File: src/rtl/fir_mac_ctrl.sv
`default_nettype none
// ============================================================================
// Module   : fir_mac_ctrl
// Purpose  : Sequencer for a serial FIR MAC: sample intake, tap address walk,
//            accumulator load control and output handshake.
// Revision : 1.0  initial release
// ============================================================================
module fir_mac_ctrl #(
  parameter int TAPS    = 64,
  parameter int MAC_LAT = 2,
  parameter int AW      = $clog2(TAPS)
) (
  input  logic          clk,
  input  logic          rst,
  input  logic          in_valid,
  output logic          in_ready,
  output logic          sample_we,
  output logic [AW-1:0] waddr,
  output logic [AW-1:0] rd_addr_x,
  output logic [AW-1:0] rd_addr_c,
  output logic          rd_zero,
  output logic          acc_load,
  output logic          acc_first,
  output logic          out_valid,
  input  logic          out_ready,
  output logic          busy
);

  localparam int              c_DW       = (MAC_LAT > 1) ? $clog2(MAC_LAT) : 1;
  localparam logic [AW-1:0]   c_K_LAST   = AW'(TAPS - 1);
  localparam logic [AW:0]     c_FILL_MAX = (AW+1)'(TAPS);
  localparam logic [c_DW-1:0] c_D_LAST   = c_DW'(MAC_LAT - 1);

  typedef enum logic [1:0] {
    S_IDLE  = 2'd0,
    S_MAC   = 2'd1,
    S_DRAIN = 2'd2,
    S_OUT   = 2'd3
  } state_t;

  state_t             r_state;
  state_t             w_state_nxt;
  logic [AW-1:0]      r_wptr;
  logic [AW-1:0]      r_k;
  logic [AW:0]        r_fill;
  logic [c_DW-1:0]    r_dcnt;
  logic [MAC_LAT-1:0] r_pipe_ld;
  logic [MAC_LAT-1:0] r_pipe_first;
  logic               w_accept;
  logic               w_issue;
  logic               w_k_last;
  logic               w_out_fire;
  logic [AW-1:0]      w_xaddr;

  assign w_accept   = (r_state == S_IDLE) && in_valid;
  assign w_issue    = (r_state == S_MAC);
  assign w_k_last   = (r_k == c_K_LAST);
  assign w_out_fire = (r_state == S_OUT) && out_ready;

  // Newest sample sits at wptr; tap k reads k samples back, wrapping modulo TAPS.
  always_comb begin
    w_xaddr = '0;
    if (r_wptr >= r_k) begin
      w_xaddr = r_wptr - r_k;
    end else begin
      w_xaddr = AW'(({1'b0, r_wptr} + c_FILL_MAX) - {1'b0, r_k});
    end
  end

  always_comb begin
    w_state_nxt = r_state;
    in_ready    = 1'b0;
    sample_we   = 1'b0;
    waddr       = r_wptr;
    rd_addr_x   = '0;
    rd_addr_c   = '0;
    rd_zero     = 1'b0;
    acc_load    = r_pipe_ld[MAC_LAT-1];
    acc_first   = r_pipe_first[MAC_LAT-1];
    out_valid   = 1'b0;
    busy        = (r_state != S_IDLE);
    case (r_state)
      S_IDLE: begin
        in_ready  = 1'b1;
        sample_we = in_valid;
        if (in_valid) w_state_nxt = S_MAC;
      end
      S_MAC: begin
        rd_addr_c = r_k;
        rd_addr_x = w_xaddr;
        rd_zero   = ({1'b0, r_k} >= r_fill);
        if (w_k_last) w_state_nxt = S_DRAIN;
      end
      S_DRAIN: begin
        if (r_dcnt == c_D_LAST) w_state_nxt = S_OUT;
      end
      S_OUT: begin
        out_valid = 1'b1;
        if (out_ready) w_state_nxt = S_IDLE;
      end
      default: w_state_nxt = S_IDLE;
    endcase
  end

  always_ff @(posedge clk or negedge rst) begin
    if (!rst) begin
      r_state      <= S_IDLE;
      r_wptr       <= '0;
      r_k          <= '0;
      r_fill       <= '0;
      r_dcnt       <= '0;
      r_pipe_ld    <= '0;
      r_pipe_first <= '0;
    end else begin
      r_state <= w_state_nxt;

      if (w_accept) begin
        r_k <= '0;
        if (r_fill != c_FILL_MAX) r_fill <= r_fill + 1'b1;
      end else if (r_state == S_MAC) begin
        r_k <= w_k_last ? '0 : r_k + 1'b1;
      end

      if (r_state == S_DRAIN) begin
        r_dcnt <= (r_dcnt == c_D_LAST) ? '0 : r_dcnt + 1'b1;
      end

      if (w_out_fire) begin
        r_wptr <= (r_wptr == c_K_LAST) ? '0 : r_wptr + 1'b1;
      end

      // Load pipe aligns each issued tap with its product at the accumulator.
      r_pipe_ld[0]    <= w_issue;
      r_pipe_first[0] <= w_issue && (r_k == '0);
      for (int i = 1; i < MAC_LAT; i++) begin
        r_pipe_ld[i]    <= r_pipe_ld[i-1];
        r_pipe_first[i] <= r_pipe_first[i-1];
      end
    end
  end

endmodule
`default_nettype wire

File: config.mk
export PLATFORM = sky130hd
export DESIGN_NAME = fir_mac_ctrl
export DESIGN_NICKNAME = d
export VERILOG_FILES = /design/src/rtl/fir_mac_ctrl.sv
export SDC_FILE = /design/constraint.sdc
export NUM_CORES = 1
export LEC_CHECK = 0
export CORE_MARGIN = 2
export CORE_UTILIZATION = 41
export DETAILED_ROUTE_END_ITERATION = 8
export PLACE_DENSITY = 0.64
export SETUP_SLACK_MARGIN = 0.02
export SLEW_MARGIN = 10
export SYNTH_ARGS = -nofsm -noshare
export SYNTH_HDL_FRONTEND = slang
export SYNTH_SLANG_ARGS = --single-unit
File: constraint.sdc
create_clock -name clk -period 3.19 [get_ports clk]
set_input_delay 0.319 -clock clk [delete_from_list [all_inputs] [get_ports clk]]
set_output_delay 0.319 -clock clk [all_outputs]
set_load 0.01 [all_outputs]
# Yosys cells after proc, flatten, opt, wreduce, memory -nomap -nowiden
# Index checks and enable logic that the tools add are counted.
# totals
reg_bits	26
output_inout_bits	25
elab_cells	52
# op_classes
muxes	17
reduce_logical	9
eq_ne	10
addsub	7
order_cmp	2
# ops
operator	n
6-bit 2-to-1 mux	7
6-bit by 1-bit adder with 6-bit output (second input constant)	3
6-bit equality test (second input constant)	2
6-bit subtractor	2
2-bit 2-to-1 mux	4
2-bit one-hot mux with 4 select lines	1
7-bit by 1-bit adder with 7-bit output (second input constant)	1
6-bit by 7-bit >= comparator with 1-bit output	1
7-bit inequality test (second input constant)	1
6-bit >= comparator	1
6-bit logical NOT	1
2-bit inequality test (second input constant)	3
1-bit 2-to-1 mux	5
2-bit equality test (second input constant)	2
4-bit AND reduction	1
2-bit nonzero test	2
1-bit logical AND	3
2-bit by 1-bit equality test with 1-bit output (second input constant)	1
2-bit logical NOT	1
2-bit by 1-bit inequality test with 1-bit output (second input constant)	1
2-bit AND reduction	1
1-bit adder (second input constant)	1

# Longest topological paths before layout
# logic_depth
depth_word	4
depth_mapped	8
depth_no_buf	8

# Least setup slack after synthesis
# Ideal clock, no wire load.
# synth_timing
kind	reg-to-output
from	register r_wptr[0], in the netlist waddr[0]
to	output rd_addr_x[4]
path_slack_ps	1173
path_stages_with_launch	9
n_path_buf	0
arrival_ps	1698
cell_sequence	dfrtp_1 -> clkinv_1 -> ha_1 -> inv_1 -> fa_1 -> a21o_1 -> a21oi_1 -> xnor2_1 -> and2_1
# synth_via
elab_chain_cells	4
# synth_lines
item	line_no	source
start: declaration	43	logic [AW-1:0] r_wptr;
start signal: assignment	129	r_wptr <= (r_wptr == c_K_LAST) ? '0 : r_wptr + 1'b1;
6-bit by 1-bit adder with 6-bit output	66	w_xaddr = AW'(({1'b0, r_wptr} + c_FILL_MAX) - {1'b0, r_k});
6-bit subtractor	66	
6-bit 2-to-1 mux (*)	63	if (r_wptr >= r_k) begin
6-bit 2-to-1 mux (*)	82	case (r_state)
end: declaration	19	output logic [AW-1:0] rd_addr_x,
# Mark *: on every way between the ends. The rest lies on a longest branch, timed or not.

# Final worst setup path
# Same ends and word-level chain as after synthesis.

==> flow_summary.json <==
{
  "startpoint_type": "register",
  "synth_enable_flop_cells": 0,
  "die_y_um": 68.7,
  "wirelength_mm": 3.55,
  "fin_crit_sh_pct": 89.4,
  "fin_crit_ps": 2850,
  "final_layout_size_suffix_gt1_share_pct": 9.18,
  "finalHoldViolations": 0,
  "clk_path_buf_depth": 2,
  "htreeDepth": 1,
  "syn_nets": 192,
  "port_buffers": 28,
  "first_global_vias": 1285,
  "cts_root_buffer": "clkbuf_8",
  "die_area_sq_um": 4710,
  "die_w_um": 68.7,
  "tightest_slew_ps": 679,
  "ff2ff_path_depth": 6,
  "ir_worst_vdd_uv": 560,
  "drt_iter0_drc": 41,
  "ys_seq_area_share_pct": 38.0,
  "hp-start": "r_pipe_first[0]$_DFF_PN0_",
  "drv_slew": 0,
  "insertion_delay_ps": 270,
  "row_count": 23,
  "synth_cell_types": 45,
  "layout_common_cells": "clkdlybuf4s50_1, dfrtp_1, ha_1",
  "grt_use_total_pct": 17.1,
  "areaGrowthSynthToFinish_pct": 21.8,
  "r2r_start": "r_state[1]$_DFFE_PN0P_",
  "drc": 0,
  "cts_resized": 0,
  "tns_ps": 0,
  "routedWlPerCell_um": 14.4,
  "path_class": "reg2out",
  "async_flop_share_pct": 100,
  "setup_viol": 0,
  "synth.avg_cell_area_sq_um": 10.3,
  "end_kind": "primary output",
  "vias": 1287,
  "clkSlewWorstSetupHoldPaths_ps": 90,
  "ff_latch_area_sq_um": 651,
  "crit_arrival_ps": 2530,
  "setup_ws_ps": 338,
  "path_max_fanout": 3,
  "synth_top_flop_cell": "dfrtp_1",
  "grt_pass1_wl_mm": 5.93,
  "gp_congestion": 0.789,
  "fin_skew_ps": 4.44,
  "n_fill_cell": 379,
  "relSlewSlack_pct": 54.8,
  "ys_warn_count": 0,
  "rsz0062_at_grt": "no",
  "max_freq_ghz": 0.351,
  "pin_count": 29,
  "syn_inst": 167,
  "rr_endpoint": "r_k[5]$_DFFE_PN0P_",
  "grt_max_degree": 27,
  "endpoint": "rd_addr_x[4]",
  "grt_antenna_before_repair": 0,
  "dp_slack_ps": 624,
  "ant_nets": 0,
  "mostFrequentLayoutCell": "clkdlybuf4s50_1",
  "power_density_nw_per_um2": 920,
  "final_nets": 223,
  "synth.top_cell.area_share_pct": 38.0,
  "synth.area.top_cells": "dfrtp_1, ha_1, xnor2_1",
  "holdBufCountCts": 0,
  "yosys.area.top_type": "dfrtp_1",
  "cts_tree": "yes",
  "antenna_cells": 0,
  "rrSetupSlack_ps": 1210,
  "crit_required_ps": 2870,
  "cap_violations": 0,
  "status": "complete, no violations",
  "grt_overflow": 0,
  "finalPower_mw": 1.92,
  "clock_sinks": 26,
  "synth_area_sq_um": 1710,
  "hold_class": "reg2reg",
  "post_cts_buffers": 0,
  "crit_start": "waddr[0]$_DFFE_PN0P_",
  "initial_core_util_pct": 42.9,
  "p_leak_nw": 0.939,
  "drtPass1Iterations": 4,
  "synth_seq_cells": 26,
  "dp_hpwl_mm": 2.69,
  "vias_per_cell": 5.23,
  "multi_input_area_sq_um": 981,
  "cts_buffers": 3,
  "core_area_sq_um": 4000
}
## metal layers
| layer | GRT usage, % | vias up | part of all wire [%] | routed length [um] |
|---|---|---|---|---|
| met5 | 0 | - | 0 | 0 |
| met4 | 4.50 | 0 | 0.82 | 29 |
| met3 | 4.06 | 4 | 4.6 | 163 |
| met2 | 28.6 | 24 | 48 | 1710 |
| met1 | 22.0 | 621 | 46 | 1640 |
| li1 | - | 638 | - | - |
## where the power goes
part	internal (mW)	total (mW)	switching (mW)
combinational	0.589	1.11	0.524
clock	0.0846	0.184	0.0990
sequential	0.465	0.623	0.159
total	1.14	1.92	0.782
## critical path, stage by stage (launching register included)
cell	delay (ps)
dfrtp_1	410
clkinv_1	90
ha_1	170
inv_1	50
fa_1	400
a21o_1	170
a21oi_1	180
xnor2_1	130
and2_1	140
clkdlybuf4s50_1	530
## Yosys cell counts, types with 3 or more instances
| master | instances |
|---|---|
| inv_1 | 16 |
| xnor2_1 | 11 |
| nand2_1 | 7 |
| nand3_1 | 6 |
| ha_1 | 20 |
| and2_1 | 8 |
| dfrtp_1 | 26 |
| nand4_1 | 3 |
| a21o_1 | 4 |
| xor2_1 | 3 |
| nor2b_1 | 3 |
| a21oi_1 | 7 |
| o21ai_0 | 3 |
| nand2b_1 | 3 |
| nor2_1 | 6 |
## stage by stage
stage                     area (sq um)  std cells  hold slack (ps)  utilization [%]
final                             2090        246              366             52.2
after global routing              2090        246              377             52.2
after CTS                         2090        246              368             52.2
after detailed placement          2050        243              343             51.1
after global placement            2050        243              338             51.1
after floorplan                   1710        167             23.4                -
## cells by family after synthesis
logic type | synth area share [%]
buffers and inverters | 4.82
xor gates and xnor gates | 7.15
AOI/OAI and AO/OA | 10.3
DFF | 38.0
and+or+nand+nor | 19.8
muxes | 4.23
adders and majority gates | 15.8
## how the worst min path moves through the flow
stage	slack [ps]	depth (start not counted)	to
detailed placement	340	0	r_pipe_ld[1]$_DFF_PN0_
CTS	370	0	r_pipe_ld[1]$_DFF_PN0_
global placement	340	0	r_pipe_first[1]$_DFF_PN0_
floorplan	20	0	r_dcnt$_DFFE_PN0P_
finish	370	0	r_pipe_first[1]$_DFF_PN0_
global route	380	0	r_pipe_ld[1]$_DFF_PN0_
## area by class of cell
type	count	share of cell area, %
clock buffers	3	1.98
inverters	17	3.06
multi-input cells	121	47.0
flip-flops and latches	26	31.2
well taps	50	3.00
repair buffers	29	13.8
## state kept, by name, indices dropped and copies added, names as in the netlist
name and count:
r_dcnt 1, r_fill 7, r_k 6, r_pipe_first 2, r_pipe_ld 2, r_state 2, waddr 6
Note: power is estimated with default switching activity, not from simulation.
